$ cat config.mk
export PLATFORM = sky130hd
export DESIGN_NAME = mux16_scan_sampler_flat
export DESIGN_NICKNAME = d
export VERILOG_FILES = /design/src/rtl/mux16_scan_sampler_if.sv /design/src/rtl/mux16_scan_sampler.sv /design/src/flat_wrapper.sv
export SDC_FILE = /design/constraint.sdc
export NUM_CORES = 1
export LEC_CHECK = 0
export CAP_MARGIN = 20
export CORE_MARGIN = 1.5
export CORE_UTILIZATION = 30
export DETAILED_ROUTE_END_ITERATION = 10
export PLACE_DENSITY = 0.57
export SLEW_MARGIN = 20
export SYNTH_ARGS = -nofsm -noshare
export SYNTH_HDL_FRONTEND = slang
export SYNTH_SLANG_ARGS = --single-unit
export TNS_END_PERCENT = 1
$ cat constraint.sdc
create_clock -name clk -period 2.6 [get_ports clk]
set_input_delay 0.39 -clock clk [delete_from_list [all_inputs] [get_ports clk]]
set_output_delay 0.39 -clock clk [all_outputs]
set_load 0.05 [all_outputs]
$ cat src/rtl/mux16_scan_sampler_if.sv
// Bus between a 16-channel scan sampler and its controller: scan request,
// channel mask, mux select/data and the sample handshake.
interface mux16_scan_sampler_if #(
  parameter int N = 3
);
  logic          start;
  logic [15:0]   mask;
  logic [N-1:0]  mux_out;
  logic          s0;
  logic          s1;
  logic          s2;
  logic          s3;
  logic [N-1:0]  data_out;
  logic [3:0]    chan_id;
  logic          out_valid;
  logic          out_ready;
  logic          busy;
  logic          done;

  modport slave (
    input  start, mask, mux_out, out_ready,
    output s0, s1, s2, s3, data_out, chan_id, out_valid, busy, done
  );

  modport master (
    output start, mask, mux_out, out_ready,
    input  s0, s1, s2, s3, data_out, chan_id, out_valid, busy, done
  );
endinterface

$ cat src/rtl/mux16_scan_sampler.sv
// Scans the enabled channels of an external 16:1 mux in ascending order,
// waits SETTLE cycles after each select change, then offers one sample.
module mux16_scan_sampler #(
  parameter int N      = 3,
  parameter int SETTLE = 1
) (
  input  logic                       clk,
  input  logic                       rst,
  mux16_scan_sampler_if.slave        bus
);

  typedef enum logic [1:0] {
    IDLE,
    SETTLE_W,
    HOLD,
    DONE
  } state_t;

  state_t        state_q, state_d;
  logic [3:0]    sel_q, sel_d;
  logic [3:0]    cnt_q, cnt_d;
  logic [15:0]   mask_r_q, mask_r_d;
  logic [N-1:0]  data_q, data_d;
  logic [3:0]    chan_q, chan_d;
  logic          valid_q, valid_d;
  logic [15:0]   above_mask;

  function automatic logic [3:0] lowest_set(input logic [15:0] v);
    logic [3:0] idx;
    idx = 4'd0;
    for (int i = 15; i >= 0; i--) begin
      if (v[i]) idx = 4'(i);
    end
    return idx;
  endfunction

  // Enabled channels strictly above the current select; lowest of these is next.
  for (genvar gi = 0; gi < 16; gi++) begin : g_above
    assign above_mask[gi] = mask_r_q[gi] && (4'(gi) > sel_q);
  end

  always_ff @(posedge clk or posedge rst) begin
    if (rst) begin
      state_q  <= IDLE;
      sel_q    <= '0;
      cnt_q    <= '0;
      mask_r_q <= '0;
      data_q   <= '0;
      chan_q   <= '0;
      valid_q  <= 1'b0;
    end else begin
      state_q  <= state_d;
      sel_q    <= sel_d;
      cnt_q    <= cnt_d;
      mask_r_q <= mask_r_d;
      data_q   <= data_d;
      chan_q   <= chan_d;
      valid_q  <= valid_d;
    end
  end

  always_comb begin
    state_d  = state_q;
    sel_d    = sel_q;
    cnt_d    = cnt_q;
    mask_r_d = mask_r_q;
    data_d   = data_q;
    chan_d   = chan_q;
    valid_d  = valid_q;

    case (state_q)
      IDLE: begin
        if (bus.start) begin
          mask_r_d = bus.mask;
          if (bus.mask == 16'h0000) begin
            state_d = DONE;
          end else begin
            sel_d   = lowest_set(bus.mask);
            cnt_d   = 4'd0;
            state_d = SETTLE_W;
          end
        end
      end

      SETTLE_W: begin
        cnt_d = cnt_q + 4'd1;
        // The capture edge is the one where the counter reaches SETTLE.
        if (({1'b0, cnt_q} + 5'd1) == 5'(SETTLE)) begin
          data_d  = bus.mux_out;
          chan_d  = sel_q;
          valid_d = 1'b1;
          state_d = HOLD;
        end
      end

      HOLD: begin
        if (bus.out_ready) begin
          valid_d = 1'b0;
          if (|above_mask) begin
            sel_d   = lowest_set(above_mask);
            cnt_d   = 4'd0;
            state_d = SETTLE_W;
          end else begin
            state_d = DONE;
          end
        end
      end

      DONE: begin
        state_d = IDLE;
      end

      default: begin
        state_d = IDLE;
      end
    endcase
  end

  assign bus.s0        = sel_q[0];
  assign bus.s1        = sel_q[1];
  assign bus.s2        = sel_q[2];
  assign bus.s3        = sel_q[3];
  assign bus.data_out  = data_q;
  assign bus.chan_id   = chan_q;
  assign bus.out_valid = valid_q;
  assign bus.busy      = (state_q != IDLE);
  assign bus.done      = (state_q == DONE);

endmodule

$ cat src/flat_wrapper.sv
// flat-port wrapper written by rule: the top's interface ports become plain ports
module mux16_scan_sampler_flat 
#(
  parameter int N      = 3,
  parameter int SETTLE = 1
)
  (clk, rst, bus_start, bus_mask, bus_mux_out, bus_out_ready, bus_s0, bus_s1, bus_s2, bus_s3, bus_data_out, bus_chan_id, bus_out_valid, bus_busy, bus_done);
  mux16_scan_sampler_if #(.N(N)) bus_i ();
  input  logic clk;
  input  logic rst;
  input wire logic [$bits(bus_i.start)-1:0] bus_start;
  input wire logic [$bits(bus_i.mask)-1:0] bus_mask;
  input wire logic [$bits(bus_i.mux_out)-1:0] bus_mux_out;
  input wire logic [$bits(bus_i.out_ready)-1:0] bus_out_ready;
  output wire logic [$bits(bus_i.s0)-1:0] bus_s0;
  output wire logic [$bits(bus_i.s1)-1:0] bus_s1;
  output wire logic [$bits(bus_i.s2)-1:0] bus_s2;
  output wire logic [$bits(bus_i.s3)-1:0] bus_s3;
  output wire logic [$bits(bus_i.data_out)-1:0] bus_data_out;
  output wire logic [$bits(bus_i.chan_id)-1:0] bus_chan_id;
  output wire logic [$bits(bus_i.out_valid)-1:0] bus_out_valid;
  output wire logic [$bits(bus_i.busy)-1:0] bus_busy;
  output wire logic [$bits(bus_i.done)-1:0] bus_done;
  assign bus_i.start = bus_start;
  assign bus_i.mask = bus_mask;
  assign bus_i.mux_out = bus_mux_out;
  assign bus_i.out_ready = bus_out_ready;
  assign bus_s0 = bus_i.s0;
  assign bus_s1 = bus_i.s1;
  assign bus_s2 = bus_i.s2;
  assign bus_s3 = bus_i.s3;
  assign bus_data_out = bus_i.data_out;
  assign bus_chan_id = bus_i.chan_id;
  assign bus_out_valid = bus_i.out_valid;
  assign bus_busy = bus_i.busy;
  assign bus_done = bus_i.done;
  mux16_scan_sampler #(.N(N), .SETTLE(SETTLE)) u_core (.clk(clk), .rst(rst), .bus(bus_i));
endmodule
**After elaboration in Yosys (flattened, before gate mapping)**

Index checks and enable logic that the tools add are counted.

- ROM bits: 0
- Input bits: 23
- Word-level logic and storage cells: 114
- Memories kept: 0
- Latch bits: 0
- Output and inout bits: 14
- Register bits after elaboration: 34
- RAM bits: 0

- Add/subtract/negate cells: 2
- Divide/modulo/power cells: 0
- $mul: 0
- Multiplexer cells: 51
- Reductions and logical operators: 29
- Order comparisons: 16
- Equal/unequal tests: 9
- Bitwise gates (word level): 0
- Shifts and indexed selects: 0

Operator list:

| cell | number |
|---|---|
| 4-bit two-way mux | 40 |
| 4-bit greater-than comparator, first input constant | 8 |
| 3-bit by 4-bit greater-than comparator with 1-bit output, first input constant | 4 |
| 1-bit logical AND | 16 |
| 16-bit zero test | 1 |
| 16-bit OR reduction | 1 |
| 4-bit case mux with 3 select lines | 1 |
| 2-bit two-way mux | 5 |
| 5-bit AND reduction | 2 |
| 1-bit by 4-bit greater-than comparator with 1-bit output, first input constant | 2 |
| 2-bit by 4-bit greater-than comparator with 1-bit output, first input constant | 2 |
| 2-bit case mux with 4 select lines | 1 |
| 4-bit case mux with 2 select lines | 1 |
| 2-bit inequality test, second input constant | 3 |
| 3-bit AND reduction | 2 |
| 2-bit nonzero test | 3 |
| 4-bit by 1-bit adder with 5-bit output, second input constant | 1 |
| 5-bit by 1-bit equality test with 1-bit output, second input constant | 1 |
| 4-bit by 1-bit adder with 4-bit output, second input constant | 1 |
| 2-bit equality test, second input constant | 2 |
| 2-bit by 1-bit inequality test with 1-bit output, second input constant | 2 |
| 2-bit AND reduction | 2 |
| 3-bit nonzero test | 1 |
| 2-bit by 1-bit equality test with 1-bit output, second input constant | 1 |
| other kinds (3) | 4 |

**Depth between registers and ports, before layout**

- Depth in word-level cells: 21
- Depth in mapped cells: 8
- Depth with buffers taken out: 6

**Worst setup path after synthesis**

OpenSTA, ideal clock, no wires.

- Path type: register -> register
- Start point: reg u_core.sel_q[3]
- End point: reg u_core.sel_q[1]
- Required time: 2.472 ns
- Library setup time: 0.128 ns
- Stages on the path, launching flop included: 7
- Arrival time: 2.248 ns
- Slack: 0.224 ns
- Period minus slack after synthesis: 2.376 ns
- Buffers on the path: 1
- Path through: dfrtp_1 -> buf_2 -> nand3_2 -> o22a_1 -> or4b_4 -> o21bai_4 -> mux2_1

- Cells in the longest elaborated chain, start to end: 21
- Elaborated cells between the ends (all ways): 54
- Those cells by class: order compare (16); eq/ne (1); mux (19); reduce/logical (18)

RTL lines:

| what | RTL line | source |
|---|---|---|
| start: declaration | mux16_scan_sampler.sv:20 | `logic [3:0] sel_q, sel_d;` |
| start signal: assignment | mux16_scan_sampler.sv:53 | `sel_q <= sel_d;` |
| 4-bit greater-than comparator | mux16_scan_sampler.sv:39 | `assign above_mask[gi] = mask_r_q[gi] && (4'(gi) > sel_q);` |
| 1-bit logical AND | mux16_scan_sampler.sv:39 |  |
| 4-bit two-way mux (16 in series) | mux16_scan_sampler.sv:32 | `if (v[i]) idx = 4'(i);` |
| 4-bit two-way mux | mux16_scan_sampler.sv:99 | `if (\|above_mask) begin` |
| 4-bit two-way mux | mux16_scan_sampler.sv:97 | `if (bus.out_ready) begin` |
| 4-bit case mux with 2 select lines | mux16_scan_sampler.sv:71 | `case (state_q)` |

Several ways; a longest one is shown, not always the timed one. The select of a mux whose other input is x is not followed.
A chain may end at the register's enable or synchronous reset.

**Final worst setup path**

Ends and elaborated chain as after synthesis.

==> results by group <==
Synthesis
  – Synth unique cells: 54
  – Ys flop type: dfrtp_1
  – Syn Nets: between 200 and 250
  – Synth area leaders: dfrtp_1 (40%), mux2_2 (11%), o21ai_0 (4.1%)
  – Cell Area, Synth: 2060 µm²
  – Synth Instances: 219
  – Register bit count reported by yosys: 33
  – Register area share after synthesis: 40.1%
  – Post-synth top area cell: dfrtp_1
  – Asr flop ratio synth: 100%
  – Post-synth EDFFs: 0
  – Yosys top cell area share: 40.1%
  – Syn Area/Cell: 9.40 µm²
  – Ys Warns: 0

Layout
  – Share of cells above drive strength 1: between 10% and 20%
  – Sequential Area: 826 µm²
  – Fillers: 677
  – NumNets Final: 285
  – Final Cell Area: 2620 µm²
  – Number of diodes: 0
  – Synth-to-layout area growth: 27.2%
  – Multi-input gate area: 1170 µm²

Timing
  – Fmax: 432 MHz
  – RSZ-0062 raised after global routing: false
  – Final setup margin: 287 ps
  – Final Setup Violations: 0
  – Final period util: 89.0%
  – Pins over their slew limit: 0
  – Setup TNS: 0 ps
  – Slew headroom: 66.1%
  – Skew final: between 6 and 7 ps
  – Tightest Pin Transition: approximately 510 ps
  – Final Hold Viols: 0
  – Fin crit period: around 2300 ps

Critical path
  – CP arrival: 2480 ps
  – CP Capture Type: flop
  – WP data required: between 2000 and 3000 ps
  – Crit Path Class: reg -> reg
  – Startpoint Class: flop
  – CP max FO: 16

Clock tree
  – CTS Sinks: 33
  – Postcts setup bufs: 0
  – Post_cts resized: 0
  – CTS tree: built
  – H-tree depth: 2
  – Clock-pin slew on the worst setup and hold paths: 80 ps
  – Clk Latency, worst-skew pair: around 280 ps
  – Clock root cell: clkbuf_8
  – CTS Hold Buffers Added: 0
  – CTS Buf Count: 5
  – Clk buf depth: 2

GRT
  – Gr usage total: between 15 and 20%
  – First-pass GRT wire length: 8.71 mm
  – Total gr overflow: 0
  – Largest net degree at the start of global routing: 34
  – Initial antenna violation count: 0
  – Vias in the first global route: 1747

Drt
  – Post-Route WL: 5.17 mm
  – Drt initial violations: between 100 and 150
  – Drt drc: 0
  – Vias post-DR: 1792
  – Post-DRT Antenna Nets: 0
  – Detailed Routing Iterations Pass 1: 4
  – Vias per cell: 5.26
  – Routed WL per cell: between 15 and 20 µm

Placement
  – Placed inst area: between 2000 and 3000 µm²
  – Number of port buffers: 36
  – DP HPWL: ~3.9 mm
  – RD Place Congestion: 0.815
  – DP Worst Slack: 265 ps

Job
  – Total of max-cap violations: 0

Floorplan
  – DIE WIDTH: 85.9 µm
  – Num rows: 30
  – IO Pins: 37
  – Die area: 7370 µm²
  – Initial Util: 30.7%
  – Core Region: approximately 6700 µm²
  – Die H: 85.9 µm

Power and ir drop
  – Clock power frac: 13.7%
  – Lkg Pwr: 1.06 nW
  – NetSw: around 1.2 mW
  – Pint: 1.57 mW
  – Worst-case vdd ir drop: 0.472 mV
  – PD cells: 1070 nW/µm²
  – Logic gate share of total power: 50.8%
  – Switching share of total power: 44.0%
  – Register share of total power: 35.5%

Outcome
  – Status: complete, no violations

Worst hold path
  – HP Class: in -> async
==> final timing paths <==
path | from | to | slack (ps) | cells after the start
min | rst | u_core.sel_q[2] | 490 | 3
max | u_core.sel_q[3] | u_core.sel_q[1] | 290 | 5
max in group asynchronous | rst | u_core.mask_r_q[8] | 1810 | 3
min reg2reg | u_core.cnt_q[3] | u_core.cnt_q[3] | 490 | 1
max reg2reg | u_core.sel_q[3] | u_core.sel_q[1] | 290 | 5
min in group clk | u_core.cnt_q[3] | u_core.cnt_q[3] | 490 | 1
==> synth_stat cells, types with 2 or more instances <==
| cell type | n |
|---|---|
| nand3_1 | 3 |
| buf_2 | 4 |
| a21oi_1 | 11 |
| nor2b_1 | 10 |
| nand4_1 | 2 |
| nand2b_1 | 8 |
| o211ai_1 | 2 |
| nor4_1 | 3 |
| dfrtp_1 | 33 |
| a211o_1 | 3 |
| a31oi_1 | 5 |
| o41ai_1 | 2 |
| and2_1 | 2 |
| nor3_1 | 3 |
| clkbuf_1 | 4 |
| mux2_2 | 21 |
| ha_1 | 2 |
| nand2_1 | 17 |
| mux2i_1 | 2 |
| o21ai_1 | 2 |
| nand3b_1 | 2 |
| o31ai_1 | 4 |
| o21ai_0 | 17 |
| inv_1 | 7 |
| nor2_1 | 21 |
==> layer usage <==
metal  wire, µm  track usage (%)  vias up
met5          0                0        -
met4         32             3.67        0
met3        112             3.08        4
met2       2630             26.1       24
met1       2390             19.5      869
li1           -                -      895
==> cells in the final DEF (no fill, tap or decap), types with 2 or more instances in the layout <==
master,netlist,final
a211o_1,3,3
a21oi_1,11,11
a31oi_1,5,5
and2_1,2,2
buf_4,0,7
clkbuf_8,0,5
clkdlybuf4s50_1,0,36
clkinv_2,0,2
dfrtp_1,33,33
ha_1,2,2
inv_1,7,7
mux2_2,21,21
mux2i_1,2,2
nand2_1,17,17
nand2b_1,8,8
nand3_1,3,3
nand3b_1,2,2
nand4_1,2,2
nor2_1,21,21
nor2b_1,10,10
nor3_1,3,3
nor4_1,3,3
o211ai_1,2,2
o21ai_0,17,17
o21ai_1,2,2
o31ai_1,4,4
o41ai_1,2,2
==> final cells by class <==
cell class | instances | area share (%)
multi-input combinational | 170 | 44.6
tap | 80 | 3.82
timing repair buffer | 43 | 15.8
clock inverter | 3 | 0.669
inverter | 7 | 1.00
clock buffer | 5 | 2.63
sequential | 33 | 31.5
==> critical path, stage by stage (launching register included) <==
cell	delay, ps
dfrtp_1	660
nand3_2	180
o22a_1	210
or4b_4	570
o21bai_4	210
mux2_1	350
==> cells by family after synthesis <==
| group | share of synthesized area (%) |
|---|---|
| multiplexers | 13.7 |
| AND/OR/NAND/NOR | 19.6 |
| buffers and inverters | 3.16 |
| AO/OA/AOI/OAI | 21.8 |
| adder cells (fa/ha/maj) | 1.70 |
| flip-flops | 40.1 |
==> metrics by stage <==
stage / utilization, % / hold slack [ps] / total power, mW / std cells
after floorplan: - / 449 / 2.01 / 219
final: 39.0 / 489 / 2.81 / 341
after global routing: 39.0 / 521 / 3.03 / 341
after global placement: 37.7 / 488 / 2.43 / 333
after detailed placement: 37.7 / 490 / 2.44 / 333
after CTS: 39.0 / 501 / 2.84 / 341
==> power groups by stage <==
stage	Clock, mW	Sequential, mW	Combinational [mW]
floorplan	0	1.12	0.887
global placement	0	1.01	1.43
global route	0.422	1.04	1.57
finish	0.385	0.996	1.43
detailed placement	0	1.01	1.43
CTS	0.403	0.998	1.44
==> registers in the layout, indices dropped and copies added (netlist names) <==
register,flops
u_core.sel_q,4
u_core.cnt_q,4
u_core.bus.chan_id,4
u_core.mask_r_q,15
u_core.bus.out_valid,1
u_core.bus.data_out,3
u_core.state_q,2
(Power assumes the default switching activity.)
